$ cat config.mk
export PLATFORM = sky130hd
export DESIGN_NAME = pipe_ctrl_unit
export DESIGN_NICKNAME = d
export VERILOG_FILES = /design/src/rtl/pipe_ctrl_pkg.sv /design/src/rtl/pipe_ctrl_unit_decode.sv /design/src/rtl/pipe_ctrl_unit.sv
export SDC_FILE = /design/constraint.sdc
export NUM_CORES = 1
export LEC_CHECK = 0
export ABC_AREA = 1
export BUFFER_PORTS_ARGS = -buffer_cell sky130_fd_sc_hd__clkbuf_2
export CORE_AREA = 5 5 68 70
export DETAILED_ROUTE_END_ITERATION = 16
export DIE_AREA = 0 0 73 75
export PLACE_DENSITY_LB_ADDON = 0.1
export RECOVER_POWER = 25
export SETUP_SLACK_MARGIN = 0.15
export SYNTH_ARGS = -nofsm -noshare
export SYNTH_HDL_FRONTEND = slang
export SYNTH_SLANG_ARGS = --single-unit
$ cat constraint.sdc
create_clock -name clk -period 1.9 [get_ports clk]
set_clock_uncertainty 0.1 [all_clocks]
set_input_delay 0.19 -clock clk [delete_from_list [all_inputs] [get_ports clk]]
set_output_delay 0.19 -clock clk [all_outputs]
set_load 0.01 [all_outputs]
$ cat src/rtl/pipe_ctrl_pkg.sv
// Shared types for the pipelined main-control unit: opcodes, ALU op encoding,
// the decoded control bundle and the per-stage register layout.
package pipe_ctrl_pkg;

    localparam int OPCODE_W = 7;
    localparam int REG_W    = 5;
    localparam int ALU_OP_W = 3;

    localparam logic [OPCODE_W-1:0] OPCODE_R      = 7'b0110011;
    localparam logic [OPCODE_W-1:0] OPCODE_I_ALU  = 7'b0010011;
    localparam logic [OPCODE_W-1:0] OPCODE_LOAD   = 7'b0000011;
    localparam logic [OPCODE_W-1:0] OPCODE_STORE  = 7'b0100011;
    localparam logic [OPCODE_W-1:0] OPCODE_BRANCH = 7'b1100011;
    localparam logic [OPCODE_W-1:0] OPCODE_JAL    = 7'b1101111;
    localparam logic [OPCODE_W-1:0] OPCODE_JALR   = 7'b1100111;
    localparam logic [OPCODE_W-1:0] OPCODE_LUI    = 7'b0110111;
    localparam logic [OPCODE_W-1:0] OPCODE_AUIPC  = 7'b0010111;

    typedef enum logic [ALU_OP_W-1:0] {
        ALU_ADD   = 3'b000,
        ALU_RFUNC = 3'b010,
        ALU_IFUNC = 3'b011,
        ALU_PASSB = 3'b100,
        ALU_BR    = 3'b111
    } alu_op_e;

    typedef struct packed {
        logic    alu_src;
        logic    mem_to_rgs;
        logic    reg_wr;
        logic    mem_rd;
        logic    mem_wr;
        logic    brnch;
        logic    jump;
        alu_op_e alu_op;
    } ctrl_t;

    localparam ctrl_t CTRL_BUBBLE = '0;

    typedef struct packed {
        logic             valid;
        ctrl_t            ctrl;
        logic [REG_W-1:0] rd;
    } stage_t;

    localparam stage_t STAGE_EMPTY = '0;

endpackage

$ cat src/rtl/pipe_ctrl_unit_decode.sv
// Combinational opcode decode into a control bundle plus source-register usage.
// Zero latency; no flow control.
module ctrl_decode
    import pipe_ctrl_pkg::*;
(
    input  logic [OPCODE_W-1:0] opcode_i,
    output ctrl_t               ctrl_o,
    output logic                uses_rs1_o,
    output logic                uses_rs2_o,
    output logic                known_o
);

    always_comb begin
        ctrl_o     = CTRL_BUBBLE;
        uses_rs1_o = 1'b0;
        uses_rs2_o = 1'b0;
        known_o    = 1'b1;
        unique case (opcode_i)
            OPCODE_R: begin
                ctrl_o.reg_wr = 1'b1;
                ctrl_o.alu_op = ALU_RFUNC;
                uses_rs1_o    = 1'b1;
                uses_rs2_o    = 1'b1;
            end
            OPCODE_I_ALU: begin
                ctrl_o.alu_src = 1'b1;
                ctrl_o.reg_wr  = 1'b1;
                ctrl_o.alu_op  = ALU_IFUNC;
                uses_rs1_o     = 1'b1;
            end
            OPCODE_LOAD: begin
                ctrl_o.alu_src    = 1'b1;
                ctrl_o.mem_to_rgs = 1'b1;
                ctrl_o.reg_wr     = 1'b1;
                ctrl_o.mem_rd     = 1'b1;
                ctrl_o.alu_op     = ALU_ADD;
                uses_rs1_o        = 1'b1;
            end
            OPCODE_STORE: begin
                ctrl_o.alu_src = 1'b1;
                ctrl_o.mem_wr  = 1'b1;
                ctrl_o.alu_op  = ALU_ADD;
                uses_rs1_o     = 1'b1;
                uses_rs2_o     = 1'b1;
            end
            OPCODE_BRANCH: begin
                ctrl_o.brnch  = 1'b1;
                ctrl_o.alu_op = ALU_BR;
                uses_rs1_o    = 1'b1;
                uses_rs2_o    = 1'b1;
            end
            OPCODE_JAL: begin
                ctrl_o.alu_src = 1'b1;
                ctrl_o.reg_wr  = 1'b1;
                ctrl_o.jump    = 1'b1;
            end
            OPCODE_JALR: begin
                ctrl_o.alu_src = 1'b1;
                ctrl_o.reg_wr  = 1'b1;
                ctrl_o.jump    = 1'b1;
                uses_rs1_o     = 1'b1;
            end
            OPCODE_LUI: begin
                ctrl_o.alu_src = 1'b1;
                ctrl_o.reg_wr  = 1'b1;
                ctrl_o.alu_op  = ALU_PASSB;
            end
            OPCODE_AUIPC: begin
                ctrl_o.alu_src = 1'b1;
                ctrl_o.reg_wr  = 1'b1;
            end
            default: known_o = 1'b0;
        endcase
    end

endmodule

$ cat src/rtl/pipe_ctrl_unit.sv
// Pipelined main control: decode in ID, carry bundle through ID/EX, EX/MEM, MEM/WB.
// Latency 1/2/3 cycles to ex/mem/wb; hold freezes all stages, load-use inserts one bubble.
module pipe_ctrl_unit
    import pipe_ctrl_pkg::*;
(
    input  logic                clk,
    input  logic                reset,
    input  logic                id_valid,
    input  logic [OPCODE_W-1:0] opcode,
    input  logic [REG_W-1:0]    rs1,
    input  logic [REG_W-1:0]    rs2,
    input  logic [REG_W-1:0]    rd,
    input  logic                hold,
    input  logic                flush,
    output logic                stall,
    output logic                id_illegal,
    output logic                ex_valid,
    output logic                ex_alu_src,
    output logic [ALU_OP_W-1:0] ex_alu_op,
    output logic [REG_W-1:0]    ex_rd,
    output logic                mem_valid,
    output logic                mem_rd,
    output logic                mem_wr,
    output logic                mem_brnch,
    output logic                mem_jump,
    output logic                wb_valid,
    output logic                wb_reg_wr,
    output logic                wb_mem_to_rgs,
    output logic [REG_W-1:0]    wb_rd
);

    ctrl_t  id_ctrl;
    logic   uses_rs1;
    logic   uses_rs2;
    logic   known;
    stage_t id_stage;
    stage_t ex_q, ex_d;
    stage_t mem_q, mem_d;
    stage_t wb_q, wb_d;
    logic   hazard;

    ctrl_decode u_decode (
        .opcode_i   (opcode),
        .ctrl_o     (id_ctrl),
        .uses_rs1_o (uses_rs1),
        .uses_rs2_o (uses_rs2),
        .known_o    (known)
    );

    assign id_illegal = id_valid & ~known;

    // An invalid slot enters the pipe as an all-zero bubble, including rd.
    always_comb begin
        id_stage = STAGE_EMPTY;
        if (id_valid) begin
            id_stage.valid = 1'b1;
            id_stage.ctrl  = id_ctrl;
            id_stage.rd    = rd;
            if (rd == '0) begin
                id_stage.ctrl.reg_wr = 1'b0;
            end
        end
    end

    assign hazard = id_valid & ex_q.valid & ex_q.ctrl.mem_rd & (ex_q.rd != '0) &
                    ((uses_rs1 & (rs1 == ex_q.rd)) | (uses_rs2 & (rs2 == ex_q.rd)));

    assign stall = reset & (hold | (hazard & ~flush));

    always_comb begin
        ex_d  = id_stage;
        mem_d = ex_q;
        wb_d  = mem_q;
        if (hold) begin
            ex_d  = ex_q;
            mem_d = mem_q;
            wb_d  = wb_q;
        end else if (flush) begin
            ex_d  = STAGE_EMPTY;
            mem_d = STAGE_EMPTY;
        end else if (hazard) begin
            ex_d  = STAGE_EMPTY;
        end
    end

    always_ff @(posedge clk) begin
        if (!reset) begin
            ex_q  <= STAGE_EMPTY;
            mem_q <= STAGE_EMPTY;
            wb_q  <= STAGE_EMPTY;
        end else begin
            ex_q  <= ex_d;
            mem_q <= mem_d;
            wb_q  <= wb_d;
        end
    end

    // Fields are gated by their stage valid so no stale value is ever exposed.
    assign ex_valid      = ex_q.valid;
    assign ex_alu_src    = ex_q.valid & ex_q.ctrl.alu_src;
    assign ex_alu_op     = ex_q.valid ? ex_q.ctrl.alu_op : '0;
    assign ex_rd         = ex_q.valid ? ex_q.rd : '0;
    assign mem_valid     = mem_q.valid;
    assign mem_rd        = mem_q.valid & mem_q.ctrl.mem_rd;
    assign mem_wr        = mem_q.valid & mem_q.ctrl.mem_wr;
    assign mem_brnch     = mem_q.valid & mem_q.ctrl.brnch;
    assign mem_jump      = mem_q.valid & mem_q.ctrl.jump;
    assign wb_valid      = wb_q.valid;
    assign wb_reg_wr     = wb_q.valid & wb_q.ctrl.reg_wr;
    assign wb_mem_to_rgs = wb_q.valid & wb_q.ctrl.mem_to_rgs;
    assign wb_rd         = wb_q.valid ? wb_q.rd : '0;

    logic unused_wb;
    assign unused_wb = ^{wb_q.ctrl.alu_src, wb_q.ctrl.mem_rd, wb_q.ctrl.mem_wr,
                         wb_q.ctrl.brnch, wb_q.ctrl.jump, wb_q.ctrl.alu_op};

endmodule

-- Word-level counts from Yosys, hierarchy flattened
Index checks and enable logic that the tools add are counted.
- memory bits (writable): 0
- register bits after elaboration: 36
- bits in latches: 0
- output and inout bits: 25
- memories: 0
- memory bits (read-only): 0
- multiply operators: 0
- reductions and logical operators: 8
- equality and inequality tests: 11
- add/sub/neg operators: 0
- bitwise gates (word level): 20
- mux-type cells: 18
- divide/modulo/power cells: 0
- order comparisons: 0
- shifts and indexed selects: 0
- operators by type and width (cell ; count):
    $mux W16 ; 4
    $eq A7 B6 Y1 const B ; 3
    $eq A7 B7 Y1 const B ; 3
    $and A1 B1 Y1 ; 16
    $eq A7 B5 Y1 const B ; 2
    $reduce_or A7 Y1 ; 2
    $pmux W3 S4 ; 1
    $eq A5 B5 Y1 ; 2
    $mux W1 ; 10
    $mux W5 ; 2
    $reduce_or A9 Y1 ; 1
    $eq A7 B2 Y1 const B ; 1
    $reduce_or A6 Y1 ; 1
    $logic_not A5 Y1 ; 1
    $reduce_bool A5 Y1 ; 1
    $mux W3 ; 1
    $reduce_or A3 Y1 ; 1
    $not A1 Y1 ; 2
    $or A1 B1 Y1 ; 2
    $reduce_or A2 Y1 ; 1

-- Longest topological paths before layout
- depth after elaboration: 9
- mapped depth: 12
- mapped depth without buffers: 11

-- Hierarchy
From an unflattened synthesis, not the netlist that was laid out.
- cell total of the unflattened synthesis: 331
- area, all modules: 2067.0 um^2
- modules (own cells, without submodules) (module ; cells each ; area an instance (um^2) ; instances):
    pipe_ctrl_unit ; 285 ; 1846.8 ; 1
    ctrl_decode ; 46 ; 220.2 ; 1

-- Least setup slack after synthesis
No wires, ideal clock.
- kind: reg2out
- start: register ex_q[1] (netlist name)
- end: output port stall
- stages on the path, launching flop included: 12
- slack: 0.425 ns
- data required time: 1.610 ns
- data arrival time: 1.185 ns
- cell sequence: dfxtp_1 buf_4 inv_2 nand2_1 nand2_1 nor2_1 nand2_1 nor2_2 nand2_2 nand2_4 nand3_1 a21oi_1
- word-level cells in the longest chain between the ends: 7
- ends and longest elaborated chain (element ; RTL line ; source):
    from (decl) ; pipe_ctrl_unit.sv:37 ; stage_t ex_q, ex_d;
    from (signal assigned) ; pipe_ctrl_unit.sv:88 ; ex_q <= STAGE_EMPTY;
    from (signal assigned) ; pipe_ctrl_unit.sv:92 ; ex_q <= ex_d;
    $eq A5 B5 Y1 ; pipe_ctrl_unit.sv:66 ; ((uses_rs1 & (rs1 == ex_q.rd)) | (uses_rs2 & (rs2 == ex_q.rd)));
    $and A1 B1 Y1 ; pipe_ctrl_unit.sv:66 ;
    $or A1 B1 Y1 ; pipe_ctrl_unit.sv:66 ;
    $and A1 B1 Y1 (*) ; pipe_ctrl_unit.sv:65 ; assign hazard = id_valid & ex_q.valid & ex_q.ctrl.mem_rd & (ex_q.rd != '0) &
    $and A1 B1 Y1 (*) ; pipe_ctrl_unit.sv:68 ; assign stall = reset & (hold | (hazard & ~flush));
    $or A1 B1 Y1 (*) ; pipe_ctrl_unit.sv:68 ;
    $and A1 B1 Y1 (*) ; pipe_ctrl_unit.sv:68 ;
    to (decl) ; pipe_ctrl_unit.sv:15 ; output logic stall,
Mark *: on every way between the ends. The rest lies on a longest branch, timed or not.

-- Worst setup path in the final report
Same ends and word-level chain as after synthesis.

==> run metrics <==
Final nets=386; Post-Syn Area=0.001979 mm2; PD cells=642.8 mW/mm2; Final Total Pwr=1.556 mW; Hold Crit Class=primary input to flip-flop; CP endpoint kind=output pin; register area share after synthesis=34.39%; Final Hold Viols=0; P_leak=1.296 nW; TritonCTS Buffers=5; Post-Syn Area per Cell=6.448 um2; Worst-path clk slew=80 ps; die height=75 um; initial antenna violation count=0; clk_lat worst skew=290 ps; # rows=23; CP max stage cell=dfxtp_4; layout cell share with drive strength beyond 1=30.00%; Max-Cap Viols=0; Required @ worst endpoint=1610 ps; CP max FO=4; fmax=559.9 MHz; initial core utilization=50.58%; vias in the first global route=1824; Iteration-0 DRC Markers=139; largest net degree at the start of global routing=39; Slew @ Worst Pin=416.9 ps; IO Pins=52; CTS tree=yes; clk buf depth=2; Mapped Cells=307; WP data arrival=1500 ps; delay-heaviest family, CP=simple AND/OR/NAND/NOR gates; WS Path Type=flip-flop to output pin; CTS sink count=34; critical path, cell by cell=buf_4, nor3_1, nand3_1, nand4_1, inv_2, nand3_2, a21oi_2, buf_2; commonest cells after routing, fill and taps aside=nand2_1, clkbuf_2, nor2_1; area of the multi-input gates=0.001061 mm2; Die X-Extent=73 um; Avg WL per Cell=11.32 um; Total GRT Usage=18.30%; CTS H-tree lvls=2; final max-slew violation count=0; grt total ovfl=0; startpoint types=flip-flop; RePlAce Congestion=0.8800; first-pass GRT wire length=7852 um; Routed WL=4643 um; Yosys reg bits=34; syn_nets=334; commonest non-fill, non-tap cell in the layout=nand2_1; Area Overhead vs Synth=22.25%; final count of negative-setup-slack endpoints=0; die area=0.005475 mm2; n_diodes=0; crit path time final=1786 ps; Pre-Repair DR Iteration Count=4; port buffer count=51; Sum Neg Setup Slack=0 ps; outcome=completed; CTS root buffer=clkbuf_8; FILL cells=400; Seq. cell area=694.4 um2; residual DRC count=0; post-synth cell types=26; core area=0.003914 mm2; Slew HR=72.18%; Antenna Nets Post-Route=0; CP max stage delay=370 ps; part of the cycle the worst path needs=94.00%; vias=1991; peak supply drop=0.0004786 V; Yosys warning count=0; detail-routed via count per cell=4.856; worst path bufs/invs=3; DPL Wire Length=3357 um; RSZ-0062 raised after global routing=yes
report_power, final:
group          internal, mW  total [mW]  leakage [nW]  switching, mW
Combinational        0.0897       0.234         0.966          0.144
Sequential            0.739       0.760         0.282         0.0208
Clock                 0.293       0.562        0.0482          0.269
Total                  1.12        1.56          1.30          0.434
cells in the mapped netlist:
master	count	area [um2]
a21oi_1	22	110.1
a21oi_2	9	78.83
buf_2	4	20.02
buf_4	1	7.510
clkbuf_1	11	41.29
dfxtp_1	34	680.7
inv_1	40	150.1
inv_2	8	30.03
nand2_1	64	240.2
nand2_2	1	6.260
nand2_4	1	11.26
nand2_8	2	40.04
nand3_1	11	55.05
nand3_2	6	60.06
nand4_1	3	18.77
nor2_1	49	183.9
nor2_2	2	12.51
nor2_8	1	20.02
nor3_1	1	5.000
nor4_1	1	6.260
o21ai_0	27	135.1
o21ai_1	2	10.01
or2_1	1	6.260
or2_2	1	6.260
xnor2_1	2	17.52
xor2_1	3	26.28
per-stage QoR:
step	cells	utilization [%]	instance area [um2]	setup WS, ps	hold WS [ps]
6_report	410	61.83	2420	113.9	141.2
3_3_place_gp	397	57.90	2266	208.8	355.7
5_1_grt	410	61.83	2420	-47.26	168.6
3_5_place_dp	397	57.90	2266	201.8	361.2
4_1_cts	410	61.73	2416	45.51	145.0
2_1_floorplan	307	-	1979	425.2	292.2
area by class of cell:
cell class                 count  area share (%)
timing repair buffer          61           13.65
sequential                    34           28.70
clock inverter                 1          0.2068
inverter                      48           7.446
clock buffer                   7           3.568
tap                           50           2.585
multi-input combinational    209           43.85
worst min-delay path, cell delays in order:
cell and delay, ps:
clkbuf_2 80, inv_1 70, nor2_1 50, nand3_2 60, a21oi_1 50
routing by layer:
metal | track usage (%) | wire length, um | vias to the layer above
met2 | 31.98 | 2260 | 38
met1 | 22.02 | 2104 | 895
met5 | 0 | 0 | -
met3 | 4.806 | 244 | 4
li1 | - | - | 1054
met4 | 5.533 | 34 | 0
repair_timing:
| action | CTS | global route |
|---|---|---|
| pin swaps | 7 | 6 |
| hold buffers | 0 | 0 |
| setup buffers | 5 | 0 |
| setup endpoints to repair | 1 | 1 |
| gates resized for setup | 11 | 2 |
kinds of logic after synthesis:
group,synth area share (%)
flip-flops,34.39
AND/OR/NAND/NOR,33.95
buffers and inverters,12.58
AO/OA/AOI/OAI,16.88
XOR/XNOR,2.213
path summary, 6_finish.rpt:
kind / endpoint / slack, ps / depth (start not counted) / startpoint
worst max-delay path: stall / 110 / 8 / ex_q[1]
worst min-delay path: ex_q[1] / 140 / 5 / rd[1]
worst max register to register: ex_q[3] / 410 / 9 / ex_q[4]
worst min register to register: ex_q[5] / 370 / 2 / ex_q[5]
sequential cells by signal, indices dropped and copies added (netlist names):
name / cells
wb_q: 7
ex_valid: 1
wb_valid: 1
ex_q: 14
mem_valid: 1
mem_q: 10
(Power assumes the default switching activity.)
